[src/rtl/aes_pkg.sv]
// rtl/aes_pkg.sv - shared AES scheduler types, widths and round-count helper
package aes_pkg;

    localparam int BLOCK_W = 128;

    typedef enum logic [1:0] {
        IDLE = 2'd0,
        CLR  = 2'd1,
        RUN  = 2'd2,
        HOLD = 2'd3
    } state_t;

    function automatic int nr(input int size);
        return size / 32 + 6;
    endfunction

endpackage

[src/rtl/aes_cipher_sched_rr_arbiter.sv]
// rtl/aes_cipher_sched_rr_arbiter.sv - combinational round-robin arbiter, search upward from ptr with wrap
module rr_arbiter #(
    parameter int NREQ = 4,
    localparam int IW = (NREQ > 1) ? $clog2(NREQ) : 1
) (
    input  logic [NREQ-1:0] req,
    input  logic [IW-1:0]   ptr,
    output logic [NREQ-1:0] gnt,
    output logic [IW-1:0]   gnt_idx,
    output logic            any
);

    int j;

    always_comb begin
        gnt     = '0;
        gnt_idx = '0;
        any     = 1'b0;
        j       = 0;
        for (int k = 0; k < NREQ; k++) begin
            j = int'(ptr) + k;
            if (j >= NREQ) j = j - NREQ;
            if (!any && req[j]) begin
                any     = 1'b1;
                gnt_idx = IW'(j);
            end
        end
        if (any) gnt[gnt_idx] = 1'b1;
    end

endmodule

[src/rtl/aes_cipher_sched.sv]
// rtl/aes_cipher_sched.sv - shares one iterative Cipher core between NREQ requesters
module aes_cipher_sched
    import aes_pkg::*;
#(
    parameter int NREQ     = 4,
    parameter int SIZE     = 128,
    parameter int CORE_LAT = 64
) (
    input  logic                      clk,
    input  logic                      reset,
    input  logic [NREQ-1:0]           req_valid,
    output logic [NREQ-1:0]           req_ready,
    input  logic [NREQ*BLOCK_W-1:0]   req_plaintext,
    input  logic [NREQ*SIZE-1:0]      req_key,
    output logic                      core_reset,
    output logic                      core_enable,
    output logic [BLOCK_W-1:0]        core_plaintext,
    output logic [SIZE-1:0]           core_key,
    input  logic [BLOCK_W-1:0]        core_out,
    output logic                      rsp_valid,
    input  logic                      rsp_ready,
    output logic [BLOCK_W-1:0]        rsp_data,
    output logic [$clog2(NREQ)-1:0]   rsp_id,
    output logic                      busy
);

    localparam int IW = $clog2(NREQ);
    localparam int CW = $clog2(CORE_LAT + 1);

    state_t          state;
    logic [IW-1:0]   rr_ptr;
    logic [CW-1:0]   cnt;
    logic [NREQ-1:0] gnt;
    logic [IW-1:0]   gnt_idx;
    logic            any;

    rr_arbiter #(.NREQ(NREQ)) u_arb (
        .req     (req_valid),
        .ptr     (rr_ptr),
        .gnt     (gnt),
        .gnt_idx (gnt_idx),
        .any     (any)
    );

    // Handshake outputs are masked during reset so nothing is offered or accepted on that edge.
    assign req_ready   = (state == IDLE && !reset) ? gnt : '0;
    assign core_reset  = reset | (state == CLR);
    assign core_enable = (state == RUN) & ~reset;
    assign rsp_valid   = (state == HOLD) & ~reset;
    assign busy        = (state != IDLE) & ~reset;

    always_ff @(posedge clk) begin
        if (reset) begin
            state          <= IDLE;
            rr_ptr         <= '0;
            cnt            <= '0;
            rsp_data       <= '0;
            rsp_id         <= '0;
            core_plaintext <= '0;
            core_key       <= '0;
        end else begin
            case (state)
                IDLE: begin
                    if (any) begin
                        core_plaintext <= req_plaintext[BLOCK_W*gnt_idx +: BLOCK_W];
                        core_key       <= req_key[SIZE*gnt_idx +: SIZE];
                        rsp_id         <= gnt_idx;
                        rr_ptr         <= (gnt_idx == IW'(NREQ - 1)) ? '0 : gnt_idx + 1'b1;
                        state          <= CLR;
                    end
                end
                CLR: begin
                    cnt   <= '0;
                    state <= RUN;
                end
                RUN: begin
                    cnt <= cnt + 1'b1;
                    // Final enable cycle: the core output is settled, take it now.
                    if (cnt == CW'(CORE_LAT - 1)) begin
                        rsp_data <= core_out;
                        state    <= HOLD;
                    end
                end
                HOLD: begin
                    if (rsp_ready) state <= IDLE;
                end
                default: state <= IDLE;
            endcase
        end
    end

endmodule
[config.mk]
export PLATFORM = sky130hd
export DESIGN_NAME = aes_cipher_sched
export DESIGN_NICKNAME = d
export VERILOG_FILES = /design/src/rtl/aes_pkg.sv /design/src/rtl/aes_cipher_sched_rr_arbiter.sv /design/src/rtl/aes_cipher_sched.sv
export SDC_FILE = /design/constraint.sdc
export NUM_CORES = 1
export LEC_CHECK = 0
export ABC_CLOCK_PERIOD_IN_PS = 4700
export BUFFER_PORTS_ARGS = -buffer_cell sky130_fd_sc_hd__buf_2
export CAP_MARGIN = 20
export CORE_AREA = 2 2 605 607
export CTS_CLUSTER_SIZE = 16
export DETAILED_ROUTE_END_ITERATION = 16
export DIE_AREA = 0 0 607 609
export HOLD_SLACK_MARGIN = 0.12
export PLACE_DENSITY = 0.32
export SYNTH_ARGS = -nofsm -noshare
export SYNTH_HDL_FRONTEND = slang
export SYNTH_HIERARCHICAL = 1
export SYNTH_SLANG_ARGS = --single-unit
[constraint.sdc]
create_clock -name clk -period 4.7 [get_ports clk]
set_clock_uncertainty 0.15 [all_clocks]
set_input_delay 0.47 -clock clk [delete_from_list [all_inputs] [get_ports clk]]
set_output_delay 0.47 -clock clk [all_outputs]
set_load 0.01 [all_outputs]
After elaboration in Yosys (flattened, before gate mapping). Index checks and enable logic that the tools add are counted.

Input bits: 1159. Word-level logic and storage cells: 90. Output and inout port bits: 394. Bits in registers: 397.

Shift operators: 2. Multiplexer cells: 34. Equality and inequality tests: 8. Bitwise operators: 5. Reductions and logical operators: 15. Add/sub/neg operators: 9. Magnitude comparators: 10.

Operators by type and width (number): $shiftx 512x10->128 (2); $lt 32x4->1 const B (4); $mux 32 (4); $ge 32x4->1 const B (3); $sub 32x4->32 const B (3); $mux 2 (8); $pmux 7 s2 (1); $mux 1 (13); $bmux 1 s2 (4); $mux 4 (2); $pmux 2 s4 (1); $add 7x1->7 const B (1); $eq 7x6->1 const B (1); $add 2x2->3 const B (2); $eq 2x2->1 const B (3); $logic_and 1x1->1 (5); $logic_not 1->1 (4); $ne 2x2->1 const B (2); $reduce_and 2->1 (2); $reduce_bool 2->1 (2); $sub 2x3->4 const B (1); $add 2x1->3 const B (1); $and 1x1->1 (3); $ge 2x3->1 const B (1); 10 further kinds (10).

Longest topological paths before layout.
Word-level depth: 21. Gate-level depth with buffers: 10. Mapped depth without buffers: 7.

Modules after synthesis. Netlist, hierarchy kept.

By module, submodules not included: aes_cipher_sched (cells each 1526, seq. area each 7947.6 um^2, times used 1, area an instance 18916.9 um^2); rr_arbiter (cells each 33, seq. area each 0.0 um^2, times used 1, area an instance 211.5 um^2).

Worst setup path before layout. Ideal clock, no wire load.

Kind: input-to-reg. From: input port req_valid[0]. To: register core_plaintext[60]. Stages: 9. Path slack: 2.124 ns. Setup time: 0.117 ns. Path buffers: 4. Data required time: 4.433 ns. Arrival time: 2.309 ns. Path through: buf_2 > mux2i_1 > nor2_1 > a311oi_1 > buf_6 > buf_6 > buf_6 > mux4_2 > a22o_1.

Longest elaborated chain between the ends: 14. Elaborated cells between the ends (all ways): 28. Those cells by class: 1 x shift; 20 x mux; 7 x reduce/logical.

Ends and longest elaborated chain: from (decl) (line aes_cipher_sched.sv:11) `input logic [NREQ-1:0] req_valid,`; $bmux 1 s2 (line aes_cipher_sched_rr_arbiter.sv:23) `if (!any && req[j]) begin`; $mux 1 (implied by the code) (2 in a row) (line aes_cipher_sched_rr_arbiter.sv:23); $mux 1 (line aes_cipher_sched_rr_arbiter.sv:23); $logic_not 1->1 (line aes_cipher_sched_rr_arbiter.sv:23); $logic_and 1x1->1 (line aes_cipher_sched_rr_arbiter.sv:23); $mux 1 (line aes_cipher_sched_rr_arbiter.sv:23); $logic_not 1->1 (line aes_cipher_sched_rr_arbiter.sv:23); $logic_and 1x1->1 (line aes_cipher_sched_rr_arbiter.sv:23); $mux 1 (line aes_cipher_sched_rr_arbiter.sv:23); $logic_not 1->1 (line aes_cipher_sched_rr_arbiter.sv:23); $logic_and 1x1->1 (line aes_cipher_sched_rr_arbiter.sv:23); $mux 2 * (line aes_cipher_sched_rr_arbiter.sv:23); net gnt_idx[0] (line aes_cipher_sched.sv:34) `logic [IW-1:0] gnt_idx;`; $shiftx 512x10->128 * (line aes_cipher_sched.sv:65) `core_plaintext <= req_plaintext[BLOCK_W*gnt_idx +: BLOCK_W];`; to (signal assigned) (line aes_cipher_sched.sv:65); to (decl) (line aes_cipher_sched.sv:17) `output logic [BLOCK_W-1:0] core_plaintext,`.

Mark *: on every way through the listed nets, which the timed path passes. The rest lies on a longest branch. The select of a mux whose other input is x is not followed. A chain may end at the register's enable or synchronous reset.

Worst setup path after layout.
From: register rr_ptr[1]. To: register core_key[19].

Longest elaborated chain between the ends: 16. Elaborated cells between the ends (all ways): 43. Those cells by class: 7 x add/sub; 4 x order compare; 1 x shift; 24 x mux; 7 x reduce/logical.

Ends and longest elaborated chain: from (decl) (line aes_cipher_sched.sv:31) `logic [IW-1:0] rr_ptr;`; from (signal assigned) (line aes_cipher_sched.sv:68) `rr_ptr <= (gnt_idx == IW'(NREQ - 1)) ? '0 : gnt_idx + 1'b1;`; parallel branches: the longest is 14 deep, another holds $sub 32x4->32; $mux 2 * (line aes_cipher_sched_rr_arbiter.sv:23); net gnt_idx[0] (line aes_cipher_sched.sv:34); $shiftx 512x10->128 * (line aes_cipher_sched.sv:66) `core_key <= req_key[SIZE*gnt_idx +: SIZE];`; to (signal assigned) (line aes_cipher_sched.sv:66); to (decl) (line aes_cipher_sched.sv:18) `output logic [SIZE-1:0] core_key,`.

Mark *: on every way through the listed nets, which the timed path passes. The select of a mux whose other input is x is not followed.

==> impl_metrics.env <==
export IMPL_core_area_um2=364000
export IMPL_cts_buffers=59
export IMPL_syn_area_um2=19100
export IMPL_syn_area_per_cell_um2=12.3
export IMPL_max_freq_ghz=0.254
export IMPL_cts_root_buffer="clkbuf_16"
export IMPL_grt_max_degree=102
export IMPL_ys_ff_latch=397
export IMPL_portBuffers=1552
export IMPL_worstPathRequired_ns=5.16
export IMPL_crit_arrival_ns=4.41
export IMPL_antenna_found_initial=256
export IMPL_nets=4864
export IMPL_area_delta_synth_final_pct=116
export IMPL_period_share_pct=83.9
export IMPL_slew_headroom_pct=33.3
export IMPL_yosysTopAreaCell="dfxtp_1"
export IMPL_htreeDepth=2
export IMPL_setup_violations_final=0
export IMPL_cts_setup_buffers=0
export IMPL_fin_crit_ns=3.94
export IMPL_synthArstFlopShare_pct=0
export IMPL_clk_latency_ns=0.76
export IMPL_hpwl_um=231000
export IMPL_p_leak_nw=16.9
export IMPL_synth_edf_count=0
export IMPL_rsz0062_at_grt="false"
export IMPL_vias=25227
export IMPL_reg2reg_slack_ns=0.76
export IMPL_gr_total_overflow=0
export IMPL_synth_top_cell_area_share_pct=41.5
export IMPL_grt_pass1_wl_um=313000
export IMPL_fp_row_count=222
export IMPL_gp_congestion=0.923
export IMPL_syn_num_nets=2725
export IMPL_antenna_left=0
export IMPL_ios=1553
export IMPL_hold_class="reg -> reg"
export IMPL_timing_critical_path_from="rr_ptr[1]"
export IMPL_dr_pass1_iters=5
export IMPL_viasPerCell=2.91
export IMPL_tns_ns=0
export IMPL_cts_tree="yes"
export IMPL_ys_types=40
export IMPL_totalWireLength_um=260000
export IMPL_hold_viol=0
export IMPL_initial_utilization_pct=5.26
export IMPL_utilization_pct=11.4
export IMPL_cts_sinks=397
export IMPL_start_kind="register"
export IMPL_syn_inst=1559
export IMPL_yosys_warnings=6
export IMPL_reg2reg_from="rr_ptr[1]"
export IMPL_synth_area_top_cells="dfxtp_1 42%, mux4_2 30%, a22o_1 12%"
export IMPL_critical_path_class="reg -> reg"
export IMPL_drt_initial_drc_count=1678
export IMPL_p_per_area_nw_per_um2=482
export IMPL_fillerInstances=42101
export IMPL_drc=0
export IMPL_clk_pin_slew_ns=0.07
export IMPL_reg2regPathDepth=8
export IMPL_r2r_end="core_key[19]"
export IMPL_die_area_um2=370000
export IMPL_synth_flop_cell="dfxtp_1"
export IMPL_ir_worst_vdd_mv=0.330
export IMPL_worstHoldEndpoint="rsp_data[42]"
export IMPL_min_path_cells=2
export IMPL_end_kind="register"
export IMPL_dieHeight_um=609
export IMPL_grt_pass1_vias=24920
export IMPL_grt_usage_pct=13.5
export IMPL_detail_route_wl_per_cell_um=30.0
export IMPL_fp_dieW_um=607
export IMPL_worst_path_max_fanout=48
export IMPL_instances_no_fill=8669
export IMPL_clock_path_buffers=3
export IMPL_drv_cap=0
export IMPL_synth_seq_area_share_pct=41.5
export IMPL_min_delay_start="rsp_data[42]"
export IMPL_drv_slew=0
export IMPL_tightest_slew_ns=1.00
export IMPL_drive_above_1_share_pct=52.7
export IMPL_dp_cells=7812
export IMPL_status="complete, no violations"
repair_timing:
action	in CTS	in global routing
endpoints found under the hold margin	390	0
hold buffers	641	0
gates resized for setup	0	0
layout by cell type (no fill, tap or decap), types with 2 or more instances in the layout:
cell type | netlist | routed
clkinv_16 | 0 | 2
nand4_1 | 4 | 4
a22o_1 | 257 | 257
mux4_2 | 256 | 256
clkbuf_8 | 0 | 15
clkbuf_1 | 45 | 7
nand2_1 | 265 | 265
inv_6 | 0 | 3
or3_1 | 2 | 2
bufinv_16 | 0 | 5
xnor2_1 | 2 | 2
a21oi_1 | 140 | 140
buf_12 | 0 | 15
inv_1 | 9 | 9
nor2_1 | 15 | 14
diode_2 | 0 | 106
clkinvlp_4 | 0 | 5
clkinv_4 | 0 | 4
ha_1 | 7 | 7
nand3_1 | 4 | 4
buf_2 | 77 | 1551
clkinv_2 | 0 | 10
dfxtp_1 | 397 | 397
buf_4 | 6 | 35
dlygate4sd3_1 | 0 | 641
mux2i_1 | 2 | 2
o21ai_0 | 6 | 6
and2_1 | 6 | 5
clkbuf_16 | 0 | 59
xor2_1 | 2 | 2
o221a_2 | 2 | 2
how the worst max path moves through the flow:
stage | to | depth (start not counted)
finish | core_key[19] | 8
global route | core_key[22] | 8
CTS | core_key[34] | 8
detailed placement | core_key[39] | 7
global placement | core_plaintext[117] | 7
floorplan | core_plaintext[60] | 9
cells by family (layout without fill, tap and decap cells):
kind of cell	after synthesis	in the layout	synth area share, %
other	0	106	0
XOR/XNOR	4	4	0.183
buffers and inverters	174	2362	5.14
flip-flops	397	397	41.5
multiplexers	258	258	30.2
AO/OA/AOI/OAI	415	415	16.1
adder cells (fa/ha/maj)	7	7	0.458
AND/OR/NAND/NOR	304	304	6.28
stage by stage:
stage	setup slack (ns)	hold WS, ns	instance area [µm²]	power, mW
floorplan	2.12	0.308	19100	9.22
global placement	1.33	0.293	32600	13.8
detailed placement	1.37	0.297	32600	13.8
CTS	0.781	0.217	41100	20.6
global route	0.610	0.311	41300	21.1
finish	0.755	0.303	41300	19.9
critical path, stage by stage (launching register included):
cell,delay [ns]
dfxtp_1,0.64
mux2i_1,0.25
nor2_1,0.09
a311oi_4,0.38
buf_12,0.27
buf_12,0.41
mux4_2,0.57
dlygate4sd3_1,0.57
a22o_1,0.18
where the power goes:
part	internal, mW	leakage (nW)	switching [mW]
Sequential	4.32	3.25	0.701
Clock	2.82	1.01	2.15
Combinational	4.79	12.6	5.12
flip-flops by register name (all words and copies together), names as in the netlist:
register / count
rsp_data: 128
state: 2
rr_ptr: 2
rsp_id: 2
core_key: 128
cnt: 7
core_plaintext: 128
routing by layer:
layer	wire length, µm	up-vias	track usage, %
met2	127000	1464	23.3
met5	934	-	0
met1	91300	12510	14.0
met4	13200	138	5.55
met3	28000	622	6.31
li1	-	10493	-
area by class of cell:
class,instances,area (µm²),area share [%]
inverters,9,33.8,0.0817
diodes,106,265,0.642
well taps,4816,6030,14.6
flip-flops and latches,397,7950,19.2
multi-input cells,988,10200,24.8
clock buffers,81,1710,4.13
clock inverters,29,359,0.869
repair buffers,2243,14800,35.7
synth_stat cells, drive strengths merged (2+ instances only):
| library cell | n |
|---|---|
| nor2b | 2 |
| nand4 | 4 |
| inv | 9 |
| nand2 | 265 |
| xor2 | 2 |
| a22o | 257 |
| or3 | 2 |
| mux2i | 2 |
| o21ai | 6 |
| xnor2 | 2 |
| ha | 7 |
| nand3 | 4 |
| nor2 | 15 |
| a21oi | 141 |
| mux4 | 256 |
| or2 | 2 |
| o221a | 2 |
| buf | 119 |
| and2 | 6 |
| dfxtp | 397 |
| clkbuf | 46 |
Note: power is estimated with default switching activity, not from simulation.
